--- src/rtl/sig_deglitch.sv ---
// Purpose: synchronizes sig_in, passes only levels held STABLE_CYCLES samples, strobes edges and rejected glitches.
// Latency: sig_out and its edge strobe follow SYNC_STAGES + STABLE_CYCLES - 1 edges after a new level is first captured.
// Backpressure: none; free-running single-bit filter whose one-cycle strobes never stall.
module sig_deglitch #(
    parameter int SYNC_STAGES   = 2,
    parameter int STABLE_CYCLES = 4,
    parameter int CNT_W         = 16
) (
    input  logic             clk,
    input  logic             reset,
    input  logic             sig_in,
    input  logic             clr_count,
    output logic             sig_out,
    output logic             rise_pulse,
    output logic             fall_pulse,
    output logic             glitch_pulse,
    output logic [CNT_W-1:0] glitch_count
);
    // Stability counter only needs to reach STABLE_CYCLES-1.
    localparam int CB = $clog2(STABLE_CYCLES);
    localparam logic [CB-1:0] CNT_LAST = CB'(STABLE_CYCLES - 1);

    typedef enum logic {
        ST_STABLE  = 1'b0,
        ST_PENDING = 1'b1
    } state_t;

    logic [SYNC_STAGES-1:0] sync_q;
    logic                   s;
    state_t                 state_q, state_nxt;
    logic [CB-1:0]          cnt_q, cnt_nxt;
    logic                   out_nxt;
    logic                   rise_nxt;
    logic                   fall_nxt;
    logic                   glitch_nxt;
    logic [CNT_W-1:0]       count_nxt;

    // The synchronized level is the only view of sig_in the rest of the block gets.
    assign s = sync_q[SYNC_STAGES-1];

    // Metastability chain: shift the raw input through SYNC_STAGES flops.
    always_ff @(posedge clk) begin
        if (reset) begin
            sync_q <= '0;
        end else begin
            sync_q <= {sync_q[SYNC_STAGES-2:0], sig_in};
        end
    end

    // Qualification FSM: a differing level must persist STABLE_CYCLES edges, otherwise it is a glitch.
    always_comb begin
        state_nxt  = state_q;
        cnt_nxt    = '0;
        out_nxt    = sig_out;
        rise_nxt   = 1'b0;
        fall_nxt   = 1'b0;
        glitch_nxt = 1'b0;
        case (state_q)
            ST_STABLE: begin
                if (s != sig_out) begin
                    state_nxt = ST_PENDING;
                    cnt_nxt   = CB'(1);
                end
            end
            ST_PENDING: begin
                if (s == sig_out) begin
                    // Level fell back before qualifying: abandon and flag.
                    state_nxt  = ST_STABLE;
                    glitch_nxt = 1'b1;
                end else if (cnt_q == CNT_LAST) begin
                    state_nxt = ST_STABLE;
                    out_nxt   = s;
                    rise_nxt  = s;
                    fall_nxt  = ~s;
                end else begin
                    cnt_nxt = cnt_q + 1'b1;
                end
            end
            default: begin
                state_nxt = ST_STABLE;
            end
        endcase
    end

    // Glitch counter: clear wins over increment, and the count sticks at all-ones.
    always_comb begin
        count_nxt = glitch_count;
        if (clr_count) begin
            count_nxt = '0;
        end else if (glitch_nxt && !(&glitch_count)) begin
            count_nxt = glitch_count + 1'b1;
        end
    end

    // State, filtered level, strobes and counter all update together on the clock edge.
    always_ff @(posedge clk) begin
        if (reset) begin
            state_q      <= ST_STABLE;
            cnt_q        <= '0;
            sig_out      <= 1'b0;
            rise_pulse   <= 1'b0;
            fall_pulse   <= 1'b0;
            glitch_pulse <= 1'b0;
            glitch_count <= '0;
        end else begin
            state_q      <= state_nxt;
            cnt_q        <= cnt_nxt;
            sig_out      <= out_nxt;
            rise_pulse   <= rise_nxt;
            fall_pulse   <= fall_nxt;
            glitch_pulse <= glitch_nxt;
            glitch_count <= count_nxt;
        end
    end

endmodule
--- config.mk ---
export PLATFORM = sky130hd
export DESIGN_NAME = sig_deglitch
export DESIGN_NICKNAME = d
export VERILOG_FILES = /design/src/rtl/sig_deglitch.sv
export SDC_FILE = /design/constraint.sdc
export NUM_CORES = 1
export LEC_CHECK = 0
export ABC_AREA = 1
export CAP_MARGIN = 0
export CORE_ASPECT_RATIO = 1.1
export CORE_MARGIN = 2
export CORE_UTILIZATION = 35
export DETAILED_ROUTE_END_ITERATION = 6
export PLACE_DENSITY = 0.67
export SLEW_MARGIN = 10
export SYNTH_ARGS = -nofsm -noshare
export SYNTH_HDL_FRONTEND = slang
export SYNTH_SLANG_ARGS = --single-unit
--- constraint.sdc ---
create_clock -name clk -period 3 [get_ports clk]
set_clock_uncertainty 0.05 [all_clocks]
set_input_delay 0.3 -clock clk [delete_from_list [all_inputs] [get_ports clk]]
set_output_delay 0.3 -clock clk [all_outputs]
set_load 0.02 [all_outputs]
# Word-level counts from Yosys, hierarchy flattened
# Index checks and enable logic that the tools add are counted.
dict set report word_totals {
  regBits 25
  latch_bits 0
  ramBits 0
  romBits 0
  input_bits 4
  out_inout_bits 20
  word_cells 33
  mem_count 0
}
dict set report classes {
  n_addsub 2
  mul 0
  div 0
  n_lt_le_gt_ge 0
  n_eq_ne 3
  n_shift 0
  n_mux 10
  bitwise_logic 4
  n_reduce_logical 6
}
# cell n
set op_table {}
lappend op_table {{$add A16 B1 Y16 const B} 1}
lappend op_table {{$reduce_and A16 Y1} 1}
lappend op_table {{$mux W1} 6}
lappend op_table {{$mux W2} 2}
lappend op_table {{$not A1 Y1} 4}
lappend op_table {{$pmux W2 S2} 1}
lappend op_table {{$reduce_or A4 Y1} 1}
lappend op_table {{$reduce_and A3 Y1} 1}
lappend op_table {{$add A2 B1 Y2 const B} 1}
lappend op_table {{$eq A2 B2 Y1 const B} 1}
lappend op_table {{$pmux W1 S2} 1}
lappend op_table {{$reduce_or A2 Y1} 1}
lappend op_table {{$eq A1 B1 Y1} 1}
lappend op_table {{$logic_and A1 B1 Y1} 1}
lappend op_table {{$logic_not A1 Y1} 1}
lappend op_table {{$ne A1 B1 Y1} 1}

# Longest topological paths before layout
# Gate-level depths: netlist of the first run.
dict set report depth {
  word_depth 4
  depth_mapped 11
  ltp_nobuf 10
}

# Worst setup path before layout of the first run
# Ideal clock, no wire load.
dict set report synth_path {
  path_type {register to register}
  startpoint {reg glitch_count[0]}
  endpoint {reg glitch_count[13]}
  setup_time_ns 0.115
  arrival_ns 1.513
  t_required_ns 2.835
  path_slack_ns 1.322
  path_stages_with_launch 8
  n_path_buf 1
  synth_period_minus_slack_ns 1.678
  cell_sequence {dfxtp_1 > ha_1 > nand2_2 > nor2_4 > nand4_4 > buf_6 > a21oi_1 > nor2_1}
}
dict set report synth_between {
  elab_chain_len 3
  elab_cells_between_ends 4
  classes_between {add/sub: 1; reduce/logical: 3}
}
# element line_no
set synth_lines {}
lappend synth_lines {{start: declaration} 17} ;# output logic [CNT_W-1:0] glitch_count
lappend synth_lines {{start signal: assignment} 112} ;# glitch_count <= count_nxt;
lappend synth_lines {{branches (longest 3 deep; another with $add A16 B1 Y16)} n/a}
# Several ways; the timed one is not identified.
# A chain may end at the register's enable or synchronous reset.

# Worst setup path in the final report of the first run
dict set report layout_path {
  startpoint {reg glitch_count[3]}
  endpoint {out glitch_count[3]}
}
# No word-level cell between the ends.

==> results.md, run 1 <==
Clock network:
- The clock-pin transition on the worst setup and hold timing paths is 0.08 ns.
- CTS built an H-tree with a depth of 1.
- The maximum clock insertion buffer count is 2.
- The count of instances resized after the clock tree is built is 0.
- After clock tree synthesis, the flow added hold-fix buffers numbering 0.
- The setup fix buffers added after clock tree synthesis is 0.
- The clock tree from TritonCTS is done.
- Clock latency on the worst-skew pair, taken at its later pin, is 0.27 ns.
- The number of buffers created by CTS is 3.
- The cell at the root of the clock tree is clkbuf_8.
- Clock tree synthesis found a total of 25 sinks.

GRT:
- The via count of the first global-routing pass is ~1100.
- Global routing finished with a remaining overflow of 0.
- The pin count of the biggest net entering global routing is 18.
- The first-pass GRT wire length is 4.809 mm.
- In the global route stage, overall resource usage came out at 0.1421.
- The initial antenna violation count is 0.

Cells and area:
- The share of post-route cells with drive strength above 1 is 0.08756.
- At the end of the flow the core is filled with cells to 0.4508.
- The number of fill cells is 402.
- The synthesis-to-layout area growth is 24.50%.
- 0 antenna diodes ended up in the layout.
- The net count of the finished layout is 224.

Worst setup path:
- The critical path starts at glitch_count[3].
- The kind of launch point of the worst setup path is a flip-flop.
- The worst setup path endpoint is glitch_count[3].
- The critical path capture point type is an output port.
- In this run the number of cells on the critical path is 1.
- The launch point of the worst reg-to-reg path is glitch_count[0].
- The critical setup path kind is flip-flop to output port.
- The arrival time at the worst endpoint is 1.39 ns.
- In this run the register-to-register setup slack is ~1.3 ns.
- In this run the critical register-to-register path is captured at glitch_count[5].
- The critical path goes through clkdlybuf4s50_1.
- Along the worst path, the maximum fanout reaches 7.
- The number of buffers and inverters on the critical path is 1.
- The kind of cell adding the most delay to the critical path is buffers and inverters.
- The required time of the critical path is around 2.7 ns.
- The delay of the slowest cell on the worst path is 0.65 ns.
- The worst-path cell with the longest stage delay is clkdlybuf4s50_1.
- The depth of the worst register-to-register path is 8.

Synth:
- Measured against the total synthesized area, the mux share comes to 0.
- The number of warnings issued by yosys is 0.
- The share of the synthesized area in compound gates (AO/OA/AOI/OAI) came to 0.08165.
- The number of nets produced by synthesis is approximately 200.
- By area, the combinational part of the netlist is dominated by simple AND/OR/NAND/NOR gates.
- A synthesized cell averages 6.784 sq um.
- The xor-xnor portion of the synthesized cell area is 0.
- In the synthesized netlist, the cells that appear most often are 50 x nand2_1, 43 x nor2_1, 25 x dfxtp_1.
- Yosys mapped the design onto 26 distinct sky130hd cell types.
- The most used flip-flop cell after synthesis is dfxtp_1.
- The area share of and/or/nand/nor cells after synthesis is 0.4457.
- The synthesized cell area is 0.001302 sq mm.
- The flip-flop and latch count after synthesis is 25.
- The area share of the largest cell type after synthesis is 0.3842.
- The library cell with the largest summed area after synthesis is dfxtp_1.
- The number of enable flip-flop cells after synthesis is 0.
- The share of async-settable or async-resettable flops after synthesis is 0.
- Synthesis handed over a netlist of around 190 instances.
- Ranked by total cell area, the synthesized netlist is headed by dfxtp_1 38%, nand2_1 14%, nor2_1 12%.
- By instance count, the leading cell after synthesis is nand2_1.
- Of the synthesized area, sequential elements account for 0.3842.
- Of the total synthesized cell area, the portion taken by full adders, half adders and majority gates is 0.01921.

Die:
- The total area inside the core boundary comes to 0.003597 sq mm.
- The horizontal extent of the die is 62.17 microns.
- The initialized floorplan defines 23 standard-cell rows.
- Measured along the y axis, the die boundary spans 67.98 microns.
- For this design the top-level I/O count stands at 24.
- The starting utilization of the core area is 0.3621.
- The area of the die is 0.004226 sq mm.

Power and ir drop:
- Of the total power, the share spent switching nets is 0.2146.
- The internal power contribution is 439.0 uW.
- The standby leakage power is 0.0005656 uW.
- The clock network power share is 0.357.
- For this design the total switching power over the nets is 120.0 uW.
- The share of total power dissipated in combinational logic is 0.041.
- The part of the power in registers is 0.601.
- VDD sags by at most 0.1993 mV.
- Overall power consumption after layout is estimated at approximately 560 uW.
- In this run the power density over the cells is approximately 340 mW/mm^2.

Timing:
- The timing-limited maximum frequency is around 580 MHz.
- Setup repair after global routing left no endpoint under its margin.
- The number of slew-limit violations in the final report is 0.
- The number of hold violations in the final report is 0.
- The worst pin sits at a relative slew slack of 0.7025.
- At the pin with the least slew margin, the transition time is 0.4452 ns.
- In the final timing run, aggregate negative setup slack is 0 ns.
- The post-route minimum period is 1.737 ns.
- Setup violations remaining at the end of the flow were counted as 0.
- The final critical-path share of the clock period is 0.5789.

Placed design:
- The final HPWL from detailed placement is 2.089 mm.
- At the end of routability-driven placement, the weighted congestion stood at between 0.8 and 0.9.
- The number of I/O port buffers is 23.

Drt:
- The final route contains 1246 vias.
- Dividing the detail-routed wire length by the instance count gives 10.41 microns.
- The first detailed-routing pass ran for 4 iterations.
- In the routed layout, each cell is associated on average with a via count of roughly 4.7.
- After the first detailed-routing iteration, the DRC count stood at 44.
- The total wire length after detailed routing is between 2 and 3 mm.
- The number of design rule violations left after detail routing is 0.
- The count of nets left with antenna violations once routing finished came out at 0.

Run status:
- The flow ran to the end, and the final reports show no timing, DRC or antenna violations.

Hold path:
- The min-delay analysis places its worst path in the category flip-flop to flip-flop.

Job:
- Max-cap violations in this run came to 0.
## metal layers
layer	wire, microns	global-route usage	part of all wire	up-vias
met5	0	0	0	-
met4	46	0.06667	0.017	0
met3	99	0.02632	0.036	5
met2	1294	0.2582	0.47	17
met1	1339	0.1658	0.48	562
li1	-	-	-	662
## through the flow
step / cells / cell area, sq um / setup slack [ns] / hold slack [ns]
after CTS: 267 / 1622 / 1.258 / 0.3649
after floorplan: 192 / 1303 / 1.322 / 0.3212
final: 267 / 1622 / 1.263 / 0.3609
after global placement: 263 / 1577 / 1.393 / 0.3431
after global routing: 267 / 1622 / 1.173 / 0.4109
after detailed placement: 263 / 1577 / 1.340 / 0.3480
## state kept, by name, indices dropped and copies added (netlist names)
register      count
cnt_q             2
fall_pulse        1
glitch_count     16
glitch_pulse      1
rise_pulse        1
sig_out           1
state_q           1
sync_q            2
## how the worst min path moves through the flow
stage / startpoint / endpoint / slack, ns / depth (start not counted)
4_1_cts: sync_q[0] / sync_q[1] / 0.36 / 2
3_3_place_gp: sync_q[0] / sync_q[1] / 0.34 / 2
2_1_floorplan: reset / sync_q[0] / 0.32 / 1
6_report: sync_q[0] / sync_q[1] / 0.36 / 2
3_5_place_dp: sync_q[0] / sync_q[1] / 0.35 / 2
5_1_grt: sync_q[0] / sync_q[1] / 0.41 / 2
## power groups by stage
stage	registers, uW	logic [uW]	clock network (uW)
after floorplan	344	13.8	0
after global placement	344	22.8	0
after detailed placement	344	23.3	0
after CTS	336	23.4	211
after global routing	337	26.0	225
final	336	23.1	200
## placed cells by master, fill, tap and decap left out, drive strengths merged
cell / Yosys / final
o21ai: 6 / 6
nand3b: 1 / 1
nor4b: 1 / 1
buf: 2 / 1
clkdlybuf4s50: 0 / 23
a211oi: 1 / 1
a21boi: 2 / 2
a21oi: 10 / 10
dfxtp: 25 / 25
nand2: 53 / 53
nand3: 17 / 17
inv: 17 / 17
nor3: 2 / 2
nor2: 50 / 50
nand4: 2 / 2
clkbuf: 1 / 4
ha: 2 / 2
## layout make-up
cell class,count,area (sq um),area share
clock buffers,4,45.04,0.02778
inverters,17,63.81,0.03935
multi-input cells,147,711.9,0.4390
flip-flops and latches,25,500.5,0.3086
well taps,50,62.56,0.03858
repair buffers,24,237.7,0.1466
## cells by family (layout without fill, tap and decap cells)
family / count (synthesis) / in the layout
buf+inv: 20 / 45
simple gates: 126 / 126
flops: 25 / 25
fa+ha+maj: 2 / 2
compound gates: 19 / 19
## worst reg2reg max path, delay by kind of cell, from the launching register on
kind	cells	cell delay (ns)
AO/OA/AOI/OAI	1	0.27
adder cells (fa/ha/maj)	1	0.28
flip-flops	1	0.42
AND/OR/NAND/NOR	6	0.55
Note: power is estimated with default switching activity, not from simulation.
==> run 2, diff against run 1 <==
--- a/config.mk
+++ b/config.mk
@@ -11,7 +11,7 @@
 export CORE_MARGIN = 2
 export CORE_UTILIZATION = 35
 export DETAILED_ROUTE_END_ITERATION = 6
-export PLACE_DENSITY = 0.67
+export PLACE_DENSITY = 0.69
 export SLEW_MARGIN = 10
 export SYNTH_ARGS = -nofsm -noshare
 export SYNTH_HDL_FRONTEND = slang
==> constraint.sdc (replaced) <==
create_clock -name clk -period 1.4 [get_ports clk]
set_clock_uncertainty 0.05 [all_clocks]
set_input_delay 0.14 -clock clk [delete_from_list [all_inputs] [get_ports clk]]
set_output_delay 0.14 -clock clk [all_outputs]
set_load 0.02 [all_outputs]
==> run 2 against run 1 <==
  * Sequential cell count unchanged
  * Combinational power rose to 2.8 times the previous value
  * Largest power group unchanged
  * Register-to-register slack got worse by 1.3 ns
  * Worst hold slack lost 0.032 ns
  * Worst setup slack worse by 1.2 ns
==> results.md, run 2 (synthesis gave the netlist of run 1 again) <==
Placed design:
- The final HPWL from detailed placement is 2.206 mm (+5.6%).
- The final estimated routing congestion in global placement is 0.8521 (+4.4%).
- The number of I/O port buffers is 23 (unchanged).
- The area of placed instances was 0.001780 sq mm (+13%).
- The post-placement worst setup slack is -0.05868 ns (-1.398 ns).
- The placed cell count is 280 (+6.5%).

Worst setup path:
- In this run the worst setup path begins at glitch_count[2].
- The delay of the slowest cell on the worst path is 0.40 ns (-0.25 ns).
- Walking the worst path, the cells encountered are nand3_1 -> nor2_4 -> nand2_2 -> nor2_1 -> nand3_1 -> nand2_1 -> nor2_1.
- The slowest stage of the critical path is the dfxtp_4 cell.
- The end of the worst register-to-register path is glitch_count[7].
- The critical path is of the flip-flop to flip-flop type.
- The worst register-to-register path begins at glitch_count[2].
- Following the worst setup path forward leads to its endpoint at glitch_count[7].
- The number of buffer and inverter instances along the worst setup path is 0 (-1).
- The kind of cell with the highest combined delay along the critical path is simple AND/OR/NAND/NOR gates.
- The required time of the critical path is 1.52 ns (-1.13 ns).
- The worst setup path is captured at a flip-flop.
- The path length in cells of the critical path is 7 (+6).
- The depth of the worst register-to-register path was 7 (-1).
- The flop-to-flop setup slack came to 0.03 ns (-1.30 ns).
- The kind of launch point of the worst setup path is a flip-flop.
- The arrival time at the worst endpoint was 1.49 ns (+0.10 ns).
- The largest driver fanout on the critical path came to 7 (unchanged).

Die:
- The height of the die came to 67.98 microns (unchanged).
- The placeable core region is 0.003597 sq mm (unchanged).
- The number of top-level pins is 24 (unchanged).
- The standard-cell row count is 23 (unchanged).
- The starting utilization of the core area was 0.3621 (unchanged).
- The area of the die came to 0.004226 sq mm (unchanged).
- The horizontal extent of the die is 62.17 microns (unchanged).

Timing:
- The final critical-path share of the clock period is 0.9788.
- The worst relative slew slack was 0.8506 (+0.1482).
- The slew at the pin with the worst max-slew slack is 0.2210 ns (-0.2243 ns).
- The worst-case hold slack was 0.3291 ns (-0.03184 ns).
- The count of final setup violators is 0 (unchanged).
- For the finished layout, the period the worst path requires is approximately 1.4 ns.
- The number of hold violations in the final report is 0 (unchanged).
- Setup repair after global routing could not meet its margin everywhere.
- Based on the critical path, the design can be clocked at up to 729.8 MHz.
- The worst path setup slack after routing was 0.02968 ns (-1.234 ns).
- The number of slew-limit violations in the final report is 0 (unchanged).

Power and ir drop:
- The switching part of the total power was 0.2217 (+0.007082).
- The power density normalized to cell area is 630.9 mW/mm^2 (+83%).
- The proportion of power drawn by combinational gates is 0.053 (+0.012).
- The part of the power in registers was 0.587 (-0.014).
- The largest vdd supply drop is 0.3852 mV (+93%).
- The clock network power share is 0.360 (+0.003).
- The standby leakage power came to 0.0008568 uW (+51%).
- The reported net switching power is 269.0 uW (+120%).
- The internal power contribution is 944.3 uW (+120%).

Clock network:
- The cell at the root of the clock tree is clkbuf_8.
- The cts-stage hold buffer count is 0 (unchanged).
- The maximum clock insertion buffer count is 2 (unchanged).
- The number of clock sinks came to 25 (unchanged).
- TritonCTS built the clock tree.
- The number of H-tree levels is 1 (unchanged).
- The clock-pin transition on the worst setup and hold timing paths was 0.09 ns (about the same).
- The number of buffers created by CTS was 3 (unchanged).
- The clock latency reported for the late side of the worst-skew pair came to 0.28 ns (about the same).

Cells and area:
- The final-stage net count was 243 (+8.5%).
- The footprint of the multi-input gates is 833.3 sq um (+17%).
- The post-route cell area is 0.001923 sq mm (+19%).
- The post-route core utilization is 0.5346 (+0.08383).
- In the layout the commonest cells are 45 x nand2_1, 34 x nor2_1, 17 x dlygate4sd2_1.
- The share of post-route cells with drive strength above 1 is 0.3347 (+0.2472).
- The flip-flop count of the largest register after layout is 16 (unchanged).
- The synthesis-to-layout area growth is 47.65%.
- The count of placed standard cells in the final layout, fillers left out is 286 (+7.1%).
- The sequential cell area is 528.0 sq um (+5.5%).
- The library cell used most frequently in the layout, excluding fill and tap cells, is nand2_1.
- The register with the most flip-flops in the final layout is glitch_count.
- The diode insertion count for antenna repair is 0 (unchanged).
- The largest registers in the layout are glitch_count (16), cnt_q (2), sync_q (2).
- The number of fill cells is 352 (-12%).

GRT:
- The global-route usage over all layers is 0.1480 (+0.005904).
- The pin count of the biggest net entering global routing is 14 (-4).
- The initial antenna violation count is 0 (unchanged).
- The first-pass GRT wire length is 4.857 mm (+1.0%).
- The via count of the first global-routing pass is 1136 (+0.89%).
- The overall overflow remaining after global route came to 0 (unchanged).

Drt:
- The number of design rule violations left after detail routing is 0 (unchanged).
- The number of DRC markers after the initial detailed-route iteration was 63 (+43%).
- The total vias in the final route was 1339 (+7.5%).
- The average routed wire per standard cell was 10.63 microns (+2.1%).
- The total wire length after detailed routing is 3.040 mm (+9.4%).
- The remaining number of nets flagged by the antenna check after routing was 0 (unchanged).
- The number of vias per cell is 4.682 (+0.32%).
- The number of detailed-routing iterations run before antenna repair is 4 (unchanged).

Hold path:
- In this run the most critical hold path is launched from sig_in.
- The min-delay analysis places its worst path in the category input pin to flip-flop.

Job:
- The number of maximum-capacitance constraint violations is 0 (unchanged).

Run status:
- The flow ran to the end, and the final reports show no timing, DRC or antenna violations.
run 2: changes by cell type in the layout (fill, tap and decap cells not counted), sizes merged:
| cell | change |
|---|---|
| dlymetal6s2s | +3 |
| dlygate4sd2 | +17 |
| buf | +19 |
| clkdlybuf4s50 | -20 |
run 2: tightest hold or removal path, stage by stage:
cell and delay [ns]:
clkdlybuf4s50_1 0.39, inv_1 0.05, nor2_1 0.03
run 2: repair_timing:
item | 4_1_cts | 5_1_grt
gates resized for setup | 21 | 32
pin swaps | 0 | 14
setup endpoints to repair | 27 | 19
buffers inserted | 2 | 0
run 2: power groups by stage:
stage          Sequential [uW]  Clock, uW  Combinational, uW
6_report                   712        437               64.8
5_1_grt                    713        486               72.6
4_1_cts                    716        453               63.0
3_5_place_dp               732          0               63.4
3_3_place_gp               733          0               62.2
2_1_floorplan              734          0               29.6
run 2: routing by layer:
metal / GRT usage / up-vias / wire (microns)
li1: - / 695 / -
met1: 0.1672 / 613 / 1401
met2: 0.2609 / 25 / 1450
met3: 0.02303 / 6 / 110
met4: 0.1083 / 0 / 78
met5: 0 / - / 0
run 2: through the flow:
step | setup TNS (ns) | power, uW
after detailed placement | -0.3882 | 795.8
after floorplan | -0.05188 | 764.0
final | 0 | 1213
after CTS | -0.001568 | 1232
after global routing | -0.6198 | 1272
after global placement | -0.2047 | 794.8
run 2: worst min-delay path by stage:
stage                           end  slack [ns]  cells after the start
after detailed placement  sync_q[1]        0.35                      2
final                     sync_q[0]        0.33                      3
after floorplan           sync_q[0]        0.16                      1
after global placement    sync_q[1]        0.34                      2
after global routing      sync_q[0]        0.34                      3
after CTS                 sync_q[0]        0.33                      3
run 2: layout make-up:
class / count / area share
clock buffers: 4 / 0.02342
inverters: 17 / 0.03318
multi-input cells: 147 / 0.4333
flip-flops and latches: 25 / 0.2746
well taps: 50 / 0.03253
repair buffers: 43 / 0.2030
